<file path="src/rtl/data_mem_arbiter_if.sv">
// Bus bundle between the two requesters, the arbiter and the single-port data memory.
interface data_mem_arbiter_if #(
    parameter int DATA_WIDTH = 32
);
    logic                  r0_req;
    logic                  r0_write;
    logic                  r0_lock;
    logic [31:0]           r0_addr;
    logic [DATA_WIDTH-1:0] r0_wdata;
    logic                  r0_gnt;
    logic                  r0_rvalid;
    logic [DATA_WIDTH-1:0] r0_rdata;
    logic                  r0_err;

    logic                  r1_req;
    logic                  r1_write;
    logic                  r1_lock;
    logic [31:0]           r1_addr;
    logic [DATA_WIDTH-1:0] r1_wdata;
    logic                  r1_gnt;
    logic                  r1_rvalid;
    logic [DATA_WIDTH-1:0] r1_rdata;
    logic                  r1_err;

    logic                  mem_write;
    logic                  mem_read;
    logic [31:0]           mem_address;
    logic [DATA_WIDTH-1:0] mem_write_data;
    logic [DATA_WIDTH-1:0] mem_read_data;

    // Arbiter side
    modport slave (
        input  r0_req, r0_write, r0_lock, r0_addr, r0_wdata,
        output r0_gnt, r0_rvalid, r0_rdata, r0_err,
        input  r1_req, r1_write, r1_lock, r1_addr, r1_wdata,
        output r1_gnt, r1_rvalid, r1_rdata, r1_err,
        output mem_write, mem_read, mem_address, mem_write_data,
        input  mem_read_data
    );

    // Requester/memory side
    modport master (
        output r0_req, r0_write, r0_lock, r0_addr, r0_wdata,
        input  r0_gnt, r0_rvalid, r0_rdata, r0_err,
        output r1_req, r1_write, r1_lock, r1_addr, r1_wdata,
        input  r1_gnt, r1_rvalid, r1_rdata, r1_err,
        input  mem_write, mem_read, mem_address, mem_write_data,
        output mem_read_data
    );
endinterface

</file>
<file path="src/rtl/data_mem_arbiter.sv">
// Two-port round-robin arbiter for a single-port data memory, with an
// owner lock for atomic sequences, alignment checking and a registered
// one-cycle response per granted access.
module data_mem_arbiter #(
    parameter int DATA_WIDTH   = 32,
    parameter int LOCK_TIMEOUT = 16
) (
    input  logic              clk,
    input  logic              reset,
    data_mem_arbiter_if.slave bus
);
    localparam int CW = $clog2(LOCK_TIMEOUT + 1);

    typedef enum logic {
        UNLOCKED,
        LOCKED
    } lock_state_e;

    lock_state_e           state_q, state_d;
    logic                  owner_q, owner_d;
    logic                  prio_q, prio_d;
    logic [CW-1:0]         idle_cnt_q, idle_cnt_d;
    logic [1:0]            rvalid_q, rvalid_d;
    logic [1:0]            err_q, err_d;
    logic [DATA_WIDTH-1:0] rdata_q [2];
    logic [DATA_WIDTH-1:0] rdata_d [2];

    logic [1:0]            req, wr, lk, elig, gnt;
    logic [31:0]           addr  [2];
    logic [DATA_WIDTH-1:0] wdata [2];
    logic                  win, any_gnt, aligned;

    assign req      = {bus.r1_req,   bus.r0_req};
    assign wr       = {bus.r1_write, bus.r0_write};
    assign lk       = {bus.r1_lock,  bus.r0_lock};
    assign addr[0]  = bus.r0_addr;
    assign addr[1]  = bus.r1_addr;
    assign wdata[0] = bus.r0_wdata;
    assign wdata[1] = bus.r1_wdata;

    // Eligibility and winner selection: a lone eligible port wins, ties go to prio_q
    always_comb begin
        elig[0] = req[0] & ((state_q == UNLOCKED) | (owner_q == 1'b0));
        elig[1] = req[1] & ((state_q == UNLOCKED) | (owner_q == 1'b1));
        any_gnt = |elig;
        win     = (&elig) ? prio_q : elig[1];
        gnt     = '0;
        if (any_gnt) begin
            gnt[win] = 1'b1;
        end
        aligned = (addr[win][1:0] == 2'b00);
    end

    // Drive the memory only for an aligned granted access
    always_comb begin
        bus.mem_write      = 1'b0;
        bus.mem_read       = 1'b0;
        bus.mem_address    = '0;
        bus.mem_write_data = '0;
        if (any_gnt && aligned) begin
            bus.mem_write      = wr[win];
            bus.mem_read       = ~wr[win];
            bus.mem_address    = addr[win];
            bus.mem_write_data = wdata[win];
        end
    end

    // Next-state: response pulses, round-robin priority and lock FSM with idle timeout
    always_comb begin
        state_d    = state_q;
        owner_d    = owner_q;
        prio_d     = prio_q;
        idle_cnt_d = idle_cnt_q;
        rvalid_d   = '0;
        err_d      = '0;
        rdata_d[0] = '0;
        rdata_d[1] = '0;

        if (any_gnt) begin
            if (aligned) begin
                rvalid_d[win] = 1'b1;
                if (!wr[win]) begin
                    rdata_d[win] = bus.mem_read_data;
                end
            end else begin
                err_d[win] = 1'b1;
            end
        end

        case (state_q)
            UNLOCKED: begin
                if (any_gnt) begin
                    prio_d = ~win;
                    if (aligned && lk[win]) begin
                        state_d    = LOCKED;
                        owner_d    = win;
                        idle_cnt_d = '0;
                    end
                end
            end
            LOCKED: begin
                // Only the owner can be granted here; an aligned unlocking access releases
                if (any_gnt && aligned && !lk[win]) begin
                    state_d    = UNLOCKED;
                    prio_d     = ~owner_q;
                    idle_cnt_d = '0;
                end else if (req[owner_q]) begin
                    idle_cnt_d = '0;
                end else if (idle_cnt_q == CW'(LOCK_TIMEOUT - 1)) begin
                    state_d    = UNLOCKED;
                    prio_d     = ~owner_q;
                    idle_cnt_d = '0;
                end else begin
                    idle_cnt_d = idle_cnt_q + 1'b1;
                end
            end
            default: state_d = UNLOCKED;
        endcase
    end

    // State register with synchronous reset
    always_ff @(posedge clk) begin
        if (reset) begin
            state_q    <= UNLOCKED;
            owner_q    <= 1'b0;
            prio_q     <= 1'b0;
            idle_cnt_q <= '0;
            rvalid_q   <= '0;
            err_q      <= '0;
            rdata_q[0] <= '0;
            rdata_q[1] <= '0;
        end else begin
            state_q    <= state_d;
            owner_q    <= owner_d;
            prio_q     <= prio_d;
            idle_cnt_q <= idle_cnt_d;
            rvalid_q   <= rvalid_d;
            err_q      <= err_d;
            rdata_q[0] <= rdata_d[0];
            rdata_q[1] <= rdata_d[1];
        end
    end

    assign bus.r0_gnt    = gnt[0];
    assign bus.r1_gnt    = gnt[1];
    assign bus.r0_rvalid = rvalid_q[0];
    assign bus.r1_rvalid = rvalid_q[1];
    assign bus.r0_err    = err_q[0];
    assign bus.r1_err    = err_q[1];
    assign bus.r0_rdata  = rdata_q[0];
    assign bus.r1_rdata  = rdata_q[1];
endmodule

</file>
<file path="src/flat_wrapper.sv">
// flat-port wrapper written by rule: the top's interface ports become plain ports
module data_mem_arbiter_flat 
#(
    parameter int DATA_WIDTH   = 32,
    parameter int LOCK_TIMEOUT = 16
)
  (clk, reset, bus_r0_req, bus_r0_write, bus_r0_lock, bus_r0_addr, bus_r0_wdata, bus_r0_gnt, bus_r0_rvalid, bus_r0_rdata, bus_r0_err, bus_r1_req, bus_r1_write, bus_r1_lock, bus_r1_addr, bus_r1_wdata, bus_r1_gnt, bus_r1_rvalid, bus_r1_rdata, bus_r1_err, bus_mem_write, bus_mem_read, bus_mem_address, bus_mem_write_data, bus_mem_read_data);
  data_mem_arbiter_if #(.DATA_WIDTH(DATA_WIDTH)) bus_i ();
  input  logic clk;
  input  logic reset;
  input wire logic [$bits(bus_i.r0_req)-1:0] bus_r0_req;
  input wire logic [$bits(bus_i.r0_write)-1:0] bus_r0_write;
  input wire logic [$bits(bus_i.r0_lock)-1:0] bus_r0_lock;
  input wire logic [$bits(bus_i.r0_addr)-1:0] bus_r0_addr;
  input wire logic [$bits(bus_i.r0_wdata)-1:0] bus_r0_wdata;
  output wire logic [$bits(bus_i.r0_gnt)-1:0] bus_r0_gnt;
  output wire logic [$bits(bus_i.r0_rvalid)-1:0] bus_r0_rvalid;
  output wire logic [$bits(bus_i.r0_rdata)-1:0] bus_r0_rdata;
  output wire logic [$bits(bus_i.r0_err)-1:0] bus_r0_err;
  input wire logic [$bits(bus_i.r1_req)-1:0] bus_r1_req;
  input wire logic [$bits(bus_i.r1_write)-1:0] bus_r1_write;
  input wire logic [$bits(bus_i.r1_lock)-1:0] bus_r1_lock;
  input wire logic [$bits(bus_i.r1_addr)-1:0] bus_r1_addr;
  input wire logic [$bits(bus_i.r1_wdata)-1:0] bus_r1_wdata;
  output wire logic [$bits(bus_i.r1_gnt)-1:0] bus_r1_gnt;
  output wire logic [$bits(bus_i.r1_rvalid)-1:0] bus_r1_rvalid;
  output wire logic [$bits(bus_i.r1_rdata)-1:0] bus_r1_rdata;
  output wire logic [$bits(bus_i.r1_err)-1:0] bus_r1_err;
  output wire logic [$bits(bus_i.mem_write)-1:0] bus_mem_write;
  output wire logic [$bits(bus_i.mem_read)-1:0] bus_mem_read;
  output wire logic [$bits(bus_i.mem_address)-1:0] bus_mem_address;
  output wire logic [$bits(bus_i.mem_write_data)-1:0] bus_mem_write_data;
  input wire logic [$bits(bus_i.mem_read_data)-1:0] bus_mem_read_data;
  assign bus_i.r0_req = bus_r0_req;
  assign bus_i.r0_write = bus_r0_write;
  assign bus_i.r0_lock = bus_r0_lock;
  assign bus_i.r0_addr = bus_r0_addr;
  assign bus_i.r0_wdata = bus_r0_wdata;
  assign bus_r0_gnt = bus_i.r0_gnt;
  assign bus_r0_rvalid = bus_i.r0_rvalid;
  assign bus_r0_rdata = bus_i.r0_rdata;
  assign bus_r0_err = bus_i.r0_err;
  assign bus_i.r1_req = bus_r1_req;
  assign bus_i.r1_write = bus_r1_write;
  assign bus_i.r1_lock = bus_r1_lock;
  assign bus_i.r1_addr = bus_r1_addr;
  assign bus_i.r1_wdata = bus_r1_wdata;
  assign bus_r1_gnt = bus_i.r1_gnt;
  assign bus_r1_rvalid = bus_i.r1_rvalid;
  assign bus_r1_rdata = bus_i.r1_rdata;
  assign bus_r1_err = bus_i.r1_err;
  assign bus_mem_write = bus_i.mem_write;
  assign bus_mem_read = bus_i.mem_read;
  assign bus_mem_address = bus_i.mem_address;
  assign bus_mem_write_data = bus_i.mem_write_data;
  assign bus_i.mem_read_data = bus_mem_read_data;
  data_mem_arbiter #(.DATA_WIDTH(DATA_WIDTH), .LOCK_TIMEOUT(LOCK_TIMEOUT)) u_core (.clk(clk), .reset(reset), .bus(bus_i));
endmodule
</file>
<file path="config.mk">
export PLATFORM = sky130hd
export DESIGN_NAME = data_mem_arbiter_flat
export DESIGN_NICKNAME = d
export VERILOG_FILES = /design/src/rtl/data_mem_arbiter_if.sv /design/src/rtl/data_mem_arbiter.sv /design/src/flat_wrapper.sv
export SDC_FILE = /design/constraint.sdc
export NUM_CORES = 1
export LEC_CHECK = 0
export CORE_MARGIN = 3
export CORE_UTILIZATION = 29
export DETAILED_ROUTE_END_ITERATION = 10
export PLACE_DENSITY_LB_ADDON = 0.08
export SYNTH_ARGS = -nofsm -noshare
export SYNTH_HDL_FRONTEND = slang
export SYNTH_SLANG_ARGS = --single-unit
</file>
<file path="constraint.sdc">
create_clock -name clk -period 2.53 [get_ports clk]
set_input_delay 0.759 -clock clk [delete_from_list [all_inputs] [get_ports clk]]
set_output_delay 0.759 -clock clk [all_outputs]
set_load 0.005 [all_outputs]
</file>
### Yosys cells after proc, flatten, opt, wreduce, memory -nomap -nowiden

Memory sizes are Yosys's and may differ from the RTL's.
Index checks and enable logic that the tools add are counted.

| storage, ports and cells | value |
|---|---|
| register bits after elaboration | 12 |
| bits in latches | 0 |
| bits in writable memories | 64 |
| ROM bits | 0 |
| input bits | 168 |
| output and inout port bits | 136 |
| word-level logic and storage cells | 93 |
| memories | 1 |

| operators by class | value |
|---|---|
| add/subtract/negate cells | 1 |
| multipliers | 0 |
| div/mod/pow operators | 0 |
| order comparisons | 5 |
| equality and inequality tests | 5 |
| shift operators | 0 |
| muxes and demuxes | 47 |
| bitwise operators | 14 |
| reduce and logical (&&, ||, !) cells | 14 |

Memories:

| name | words | width | read ports | clocked after Yosys merged registers in | wr ports | line | source |
|---|---|---|---|---|---|---|---|
| u_core.rdata_q | 2 | 32 | 2 | 0 | 2 | data_mem_arbiter.sv:25 | `logic [DATA_WIDTH-1:0] rdata_q [2];` |

Operators by type and width:

| operator | number |
|---|---|
| 32-bit 2-to-1 mux | 11 |
| 64-bit 2-to-1 mux | 3 |
| 64-bit AND | 1 |
| 32-bit demux with 1-bit select | 1 |
| 5-bit 2-to-1 mux | 5 |
| 1-bit 2-to-1 mux | 22 |
| 5-bit case mux with 2 select lines | 1 |
| 3-bit != test (second input constant) | 2 |
| 1-bit inverter | 6 |
| 3-bit AND reduction | 2 |
| 3-bit OR reduction | 2 |
| 5-bit by 1-bit adder with 5-bit output (second input constant) | 1 |
| 5-bit by 4-bit equality test with 1-bit output (second input constant) | 1 |
| 1-bit logical AND | 5 |
| 1-bit by 2-bit < comparator with 1-bit output (second input constant) | 2 |
| 1-bit bitwise OR | 4 |
| 1-bit case mux with 2 select lines | 2 |
| 2-bit AND reduction | 2 |
| 1-bit AND | 2 |
| 2-bit greater-or-equal comparator (second input constant) | 1 |
| 2-bit zero test | 1 |
| 2-bit by 1-bit < comparator with 1-bit output (second input constant) | 1 |
| 2-bit 2-to-1 mux | 1 |
| 2-bit by 1-bit != test with 1-bit output (second input constant) | 1 |
| 6 further kinds | 6 |

### Depth between registers and ports, before layout

Gate-level depths: netlist of the first run.

| logic depth | value |
|---|---|
| word-level depth | 15 |
| depth in mapped cells | 9 |
| mapped depth without buffers | 6 |

### Worst setup path after synthesis of the first run

Ideal clock, no wire load.

| timing | value |
|---|---|
| path type | in2out |
| start | input bus_r0_req |
| end | output bus_mem_address[10] |
| data arrival time | 1.907 ns |
| data required time | 1.771 ns |
| setup slack | -0.136 ns |
| cell stages on the path | 8 |
| path buffers | 2 |
| cells stage by stage | or3b_1 > nand3_2 > inv_2 > nor3_2 > o21bai_1 > buf_2 > buf_6 > a21oi_2 |

| between the ends | value |
|---|---|
| word-level cells in the longest chain between the ends | 10 |
| elaborated cells between the ends (all ways) | 11 |
| those cells by class | 5 x mux; 2 x bitwise; 4 x reduce/logical |

Ends and longest elaborated chain:

| element | line | source |
|---|---|---|
| start, declared | flat_wrapper.sv:11 | `input wire logic [$bits(bus_i.r0_req)-1:0] bus_r0_req;` |
| 1-bit AND * | data_mem_arbiter.sv:43 | `elig[0] = req[0] & ((state_q == UNLOCKED) \| (owner_q == 1'b0));` |
| 2-bit AND reduction | data_mem_arbiter.sv:46 | `win = (&elig) ? prio_q : elig[1];` |
| 1-bit 2-to-1 mux | data_mem_arbiter.sv:46 |  |
| 1-bit inverter with 2-bit output (not written as such) | data_mem_arbiter.sv:51, data_mem_arbiter.sv:63 |  |
| 32-bit 2-to-1 mux (not written as such) | data_mem_arbiter.sv:63 | `bus.mem_address = addr[win];` |
| 32-bit 2-to-1 mux (not written as such) (2 in series) | data_mem_arbiter.sv:51 | `aligned = (addr[win][1:0] == 2'b00);` |
| 2-bit zero test | data_mem_arbiter.sv:51 |  |
| 1-bit logical AND | data_mem_arbiter.sv:60 | `if (any_gnt && aligned) begin` |
| 32-bit 2-to-1 mux * | data_mem_arbiter.sv:60 |  |
| end, declared | flat_wrapper.sv:31 | `output wire logic [$bits(bus_i.mem_address)-1:0] bus_mem_address;` |

Mark *: on every way between the ends. The rest lies on a longest branch, timed or not. The select of a mux whose other input is x is not followed.

### Worst setup path after layout of the first run

| timing | value |
|---|---|
| start | input bus_r0_req |
| end | output bus_mem_address[7] |

Same word-level chain as after synthesis.

==> flow_summary.json, run 1 <==
{
  "final_nets": 991,
  "rows": 40,
  "hpwl_microns": 11300,
  "drtAntennaViolNets": 0,
  "avgSynthCellArea_sq_um": 7.76,
  "core_sq_um": 12100,
  "die_width_microns": 118,
  "min_period_ns": 3.14,
  "netlist_area_sq_um": 3630,
  "first_pass_iters": 4,
  "area_growth_pct": 113,
  "crit_type": "primary input to output port",
  "async_reset_ff_frac": 0,
  "gp_congestion": 0.848,
  "synth-edff-count": 0,
  "rsz0062_at_grt": "yes",
  "yosys_warnings": 0,
  "max_slew_margin": 0.670,
  "tns_ns": -30.30,
  "fp.dieH_microns": 118,
  "synth_flop_cell": "dfxtp_1",
  "grt_max_degree": 47,
  "required_ns": 1.77,
  "grt_pass1_vias": 4457,
  "layout_common_cells": "clkdlybuf4s50_1 (233), nand2_1 (130), dfxtp_1 (76), nor2_1 (67), a21oi_2 (61)",
  "status": "finished, violations left",
  "dieArea_sq_um": 13900,
  "vias": 4442,
  "grtUsageTotal": 0.210,
  "startpoint_type": "primary input",
  "synth_area_leaders": "dfxtp_1 (42%), a21oi_2 (14%), nand2_1 (14%)",
  "synth.distinct_cells": 39,
  "dp_cells": 932,
  "crit_chain": "buf_6, or3b_4, nand3_4, buf_4, nor3_4, o21bai_4, clkbuf_16, buf_4, buf_4, a21oi_2, dlymetal6s2s_1",
  "hold_viol_final": 0,
  "slew_violations": 0,
  "total_power_mw": 3.45,
  "fin_skew_ns": 0.00908,
  "grt_pass1_wl_microns": 23300,
  "power.density_nw_per_um2": 446,
  "min_period_over_period": 1.24,
  "post-route-util": 0.638,
  "syn_inst": 467,
  "violations": "negative setup slack",
  "hold_buffers": 0,
  "slowest_delay_ns": 0.39,
  "clockBufferDepth": 2,
  "clk_latency_ns": 0.32,
  "initial_core_util": 0.299,
  "grt_overflow_total": 0,
  "final_cells": 995,
  "path_common_cell": "buf_4",
  "fmax_ghz": 0.319,
  "worstPathMaxFanout": 8,
  "clkSinkCount": 76,
  "h-tree-depth": 3,
  "synth_top_area_cell": "dfxtp_1",
  "p_leak_nw": 3.39,
  "antenna_found_initial": 1,
  "wirelength_microns": 15600,
  "clk_pin_slew_ns": 0.06,
  "worst_slew_pin_slew_ns": 0.490,
  "endpoint_kind": "output port",
  "ys_seq_area_frac": 0.420,
  "n_fill_cell": 1094,
  "dr.first_iter.drc_count": 165,
  "cts_tree": "yes",
  "layout_commonest_cell": "clkdlybuf4s50_1",
  "drc_errors": 0,
  "path_buf_inv": 6,
  "max_cap_viol_count": 0,
  "vias_per_cell": 4.46,
  "synth-seq-cells": 76,
  "hp-class": "flip-flop to flip-flop",
  "setup_slack_ns": -0.607,
  "synth_top_area_frac": 0.420,
  "drive_above_1_share": 0.257,
  "crit_family": "buffers and inverters",
  "wl_per_cell_microns": 15.7,
  "critPathArrivalTime_ns": 2.38,
  "cp_slowest_cell": "or3b_4",
  "io_pins": 304,
  "cts_buffers": 9,
  "holdWs_ns": 0.466,
  "setup_viol": 65,
  "io_buffers": 301,
  "cts-root-buf": "clkbuf_16",
  "ir_drop_mv": 0.359
}
## stage by stage
step	setup slack [ns]	instance area [sq um]
CTS	-0.842	7590
global route	-0.680	7720
detailed placement	-1.18	6980
global placement	-1.18	6980
finish	-0.607	7720
floorplan	-0.0800	3640
## power breakdown
part / switching [mW] / internal (mW) / total, mW
Clock: 0.473 / 0.757 / 1.23
Sequential: 0.00618 / 1.21 / 1.22
Combinational: 0.406 / 0.593 / 0.999
## worst min-delay path: stages, from the launching register on
cell	delay, ns
dfxtp_1	0.32
nand2b_1	0.07
a21oi_1	0.04
## routing by layer
layer | wire length [microns] | vias to the layer above | track usage
li1 | - | 2215 | -
met1 | 5970 | 2031 | 0.229
met5 | 0 | - | 0
met2 | 8190 | 173 | 0.389
met4 | 338 | 0 | 0.0623
met3 | 1110 | 23 | 0.0625
## final cells by class
type	count	area [sq um]	area share
timing repair buffer	380	3740	0.484
clock inverter	6	63.8	0.00826
inverter	5	21.3	0.00275
clock buffer	9	225	0.0292
antenna	1	2.50	0.000324
sequential	76	1520	0.197
multi-input combinational	350	1940	0.251
tap	168	210	0.0272
## path summary, 6_finish.rpt
kind	to	slack, ns	cells after the start	from
worst max-delay path	bus_mem_address[7]	-0.61	11	bus_r0_req
worst min-delay path	u_core.idle_cnt_q[4]	0.47	2	u_core.idle_cnt_q[4]
worst max register to register	u_core.rdata_q[0][55]	0.39	9	u_core.state_q
worst min register to register	u_core.idle_cnt_q[4]	0.47	2	u_core.idle_cnt_q[4]
## logic make-up (layout without fill, tap and decap cells)
family / Yosys count / count (layout) / synth area share
buffers and inverters: 42 / 400 / 0.0621
muxes: 2 / 2 / 0.00621
AOI/OAI and AO/OA: 86 / 86 / 0.196
and+or+nand+nor: 259 / 259 / 0.311
adders and majority gates: 1 / 1 / 0.00345
DFF: 76 / 76 / 0.420
other: 1 / 3 / 0.00103
## state kept, by name, summed over array words and instances, names as in the netlist
name               cells
u_core.rvalid_q        2
u_core.state_q         1
u_core.idle_cnt_q      5
u_core.prio_q          1
u_core.rdata_q        64
u_core.owner_q         1
u_core.err_q           2
## cell usage after synthesis (2+ instances only)
master    instances
nor3b_1           2
nand4_1           2
buf_4             2
nor4_1            2
a311oi_2          2
dfxtp_1          76
mux2_2            2
nand2_1         131
a21oi_2          60
nor2_1           67
a21oi_1           9
clkbuf_1         17
buf_2            12
nand2b_1         38
inv_1             4
o31ai_1           3
buf_6             6
nor3_1            5
nand3_1           3
nor2b_1           2
o21ai_0           3
or3_1             2
## what timing repair did
| action | 4_1_cts | 5_1_grt |
|---|---|---|
| setup endpoints to repair | 66 | 65 |
| pin swaps | 1 | 2 |
| hold endpoints to repair | 0 | 0 |
| gates cloned | 6 | 2 |
| buffers inserted | 30 | 20 |
| gates resized for setup | 225 | 36 |
(Power assumes the default switching activity.)
==> run 2, diff against run 1 <==
CORE_MARGIN = 5   (was 3)
==> run 2 against run 1 <==
Against the previous run: routed wire length rose by 5.4%; critical path type unchanged; worst hold slack worse by 0.0055 ns; core utilization decreased by 0.20 points; largest cell class unchanged; non-clock buffer count fell by 10; the flow still finishes with violations (negative setup slack); register-to-register slack better by 0.09 ns.
==> flow_summary.json, run 2 (same netlist as run 1, synthesis figures left out) <==
{
  "worstPathMaxFanout": 4,
  "grt_pass1_wl_microns": 23300,
  "rr_worst_depth": 9,
  "drtAntennaViolNets": 0,
  "n_fill_cell": 1085,
  "dp_cells": 934,
  "rrSetupSlack_ns": 0.48,
  "wl_per_cell_microns": 16.7,
  "fin_area_sq_um": 7700,
  "first_pass_iters": 4,
  "clkSinkCount": 76,
  "ir_drop_mv": 0.331,
  "min_period_over_period": 1.22,
  "layout_top_registers": "u_core.rdata_q x64, u_core.idle_cnt_q x5",
  "hpwl_microns": 12100,
  "setup_viol": 64,
  "final_cells": 987,
  "vias_per_cell": 4.52,
  "grt_pass1_vias": 4512,
  "setup_slack_ns": -0.568,
  "fp.dieH_microns": 122,
  "crit_type": "primary input to output port",
  "max_cap_viol_count": 0,
  "crit_chain": "buf_6, or3b_4, nand3_4, inv_4, nor3_4, o21bai_4, buf_12, buf_12, buf_12, buf_6, a21oi_2, buf_2",
  "slowest_delay_ns": 0.38,
  "status": "finished, violations left",
  "fmax_ghz": 0.323,
  "endpoint_kind": "output port",
  "area_growth_pct": 112,
  "rows": 40,
  "critPathArrivalTime_ns": 2.34,
  "gp_congestion": 0.830,
  "final_nets": 981,
  "layout_commonest_cell": "clkdlybuf4s50_1",
  "h-tree-depth": 3,
  "cts_tree": "yes",
  "violations": "negative setup slack",
  "layout_common_cells": "clkdlybuf4s50_1 (231), nand2_1 (125), dfxtp_1 (76), nor2_1 (67), buf_2 (63)",
  "placed_area_sq_um": 7010,
  "required_ns": 1.77,
  "power.density_nw_per_um2": 468,
  "dieArea_sq_um": 14800,
  "hold_buffers": 0,
  "wirelength_microns": 16400,
  "hold_end": "u_core.idle_cnt_q[4]",
  "io_buffers": 301,
  "cts_buffers": 9,
  "rr_startpoint": "u_core.state_q",
  "regMostFlops": "u_core.rdata_q",
  "antenna_found_initial": 3,
  "rsz0062_at_grt": "yes",
  "total_power_mw": 3.60,
  "cts-root-buf": "clkbuf_16",
  "clockBufferDepth": 2,
  "initial_core_util": 0.299,
  "crit_family": "buffers and inverters",
  "clk_latency_ns": 0.32,
  "hold_viol_final": 0,
  "die_width_microns": 122,
  "clk_pin_slew_ns": 0.06,
  "p_leak_nw": 3.15,
  "holdWs_ns": 0.461,
  "post-route-util": 0.636,
  "hold_start": "u_core.idle_cnt_q[4]",
  "grt_max_degree": 47,
  "cp_slowest_cell": "or3b_4",
  "hp-class": "flip-flop to flip-flop",
  "io_pins": 304,
  "fin_skew_ns": 0.00539,
  "largest_register_ffs": 64,
  "slew_violations": 0,
  "path_common_cell": "buf_12",
  "dr.first_iter.drc_count": 226,
  "path_buf_inv": 7,
  "vias": 4466,
  "core_sq_um": 12100,
  "hold_depth": 2,
  "r2r-end": "u_core.rdata_q[0][42]",
  "startpoint_type": "primary input",
  "grtUsageTotal": 0.200,
  "drc_errors": 0,
  "min_period_ns": 3.10,
  "grt_overflow_total": 0,
  "drive_above_1_share": 0.288
}
run 2: cell count changes in the layout (fill, tap and decap cells not counted), moves of 3 or more:
cell and delta:
buf_2 +21, dlymetal6s2s_1 -17, buf_4 -10, buf_6 -7, a21oi_4 +6, buf_12 +6, clkbuf_16 +5, nand2_1 -5
a21oi_2 -4, nand2_2 +4, buf_16 -3, dlygate4sd2_1 -3
run 2: metal layers:
layer | vias to the layer above | share of wire | wire length, microns | GRT usage
met3 | 23 | 0.090 | 1480 | 0.0877
met2 | 193 | 0.54 | 8820 | 0.364
met1 | 2056 | 0.35 | 5770 | 0.203
li1 | 2194 | - | - | -
met5 | - | 0 | 0 | 0
met4 | 0 | 0.023 | 375 | 0.0728
run 2: where the power goes:
group	internal, mW	switching (mW)
combinational	0.594	0.424
clock	0.889	0.474
sequential	1.21	0.00695
run 2: worst max-delay path by stage:
stage	depth (start not counted)	end	startpoint	slack [ns]
4_1_cts	12	bus_mem_write_data[7]	bus_r0_req	-0.62
5_1_grt	12	bus_mem_write_data[7]	bus_r0_req	-0.66
3_3_place_gp	9	bus_mem_write_data[28]	bus_r0_req	-1.20
6_report	12	bus_mem_write_data[18]	bus_r0_req	-0.57
2_1_floorplan	8	bus_mem_address[10]	bus_r0_req	-0.08
3_5_place_dp	9	bus_mem_write_data[28]	bus_r0_req	-1.22
run 2: area by class of cell:
class,instances,area [sq um],share of cell area
timing repair buffer,370,3600,0.468
multi-input combinational,350,2020,0.262
sequential,76,1520,0.198
clock buffer,10,239,0.0310
tap,168,210,0.0273
clock inverter,5,85.1,0.0110
inverter,5,21.3,0.00276
antenna,3,7.51,0.000975
run 2: per-stage QoR:
stage               TNS [ns]  setup WS (ns)
finish                -30.40         -0.568
global route          -35.06         -0.662
CTS                   -26.94         -0.622
detailed placement    -79.86          -1.22
global placement      -76.83          -1.20
floorplan              -4.80        -0.0800
run 2: worst register-to-register path: stages, from the launching register on:
cell      delay [ns]
dfxtp_1         0.33
buf_4           0.14
nand2b_1        0.13
nand3_4         0.11
buf_4           0.14
buf_4           0.13
buf_12          0.14
or4_4           0.43
buf_4           0.26
nor2_1          0.16
run 2: what timing repair did:
item / 4_1_cts / 5_1_grt
buffers inserted: 19 / 6
resized for setup: 282 / 47
endpoints found under the setup margin: 66 / 65
cloned: 2 / 10
pin swaps: 0 / 5
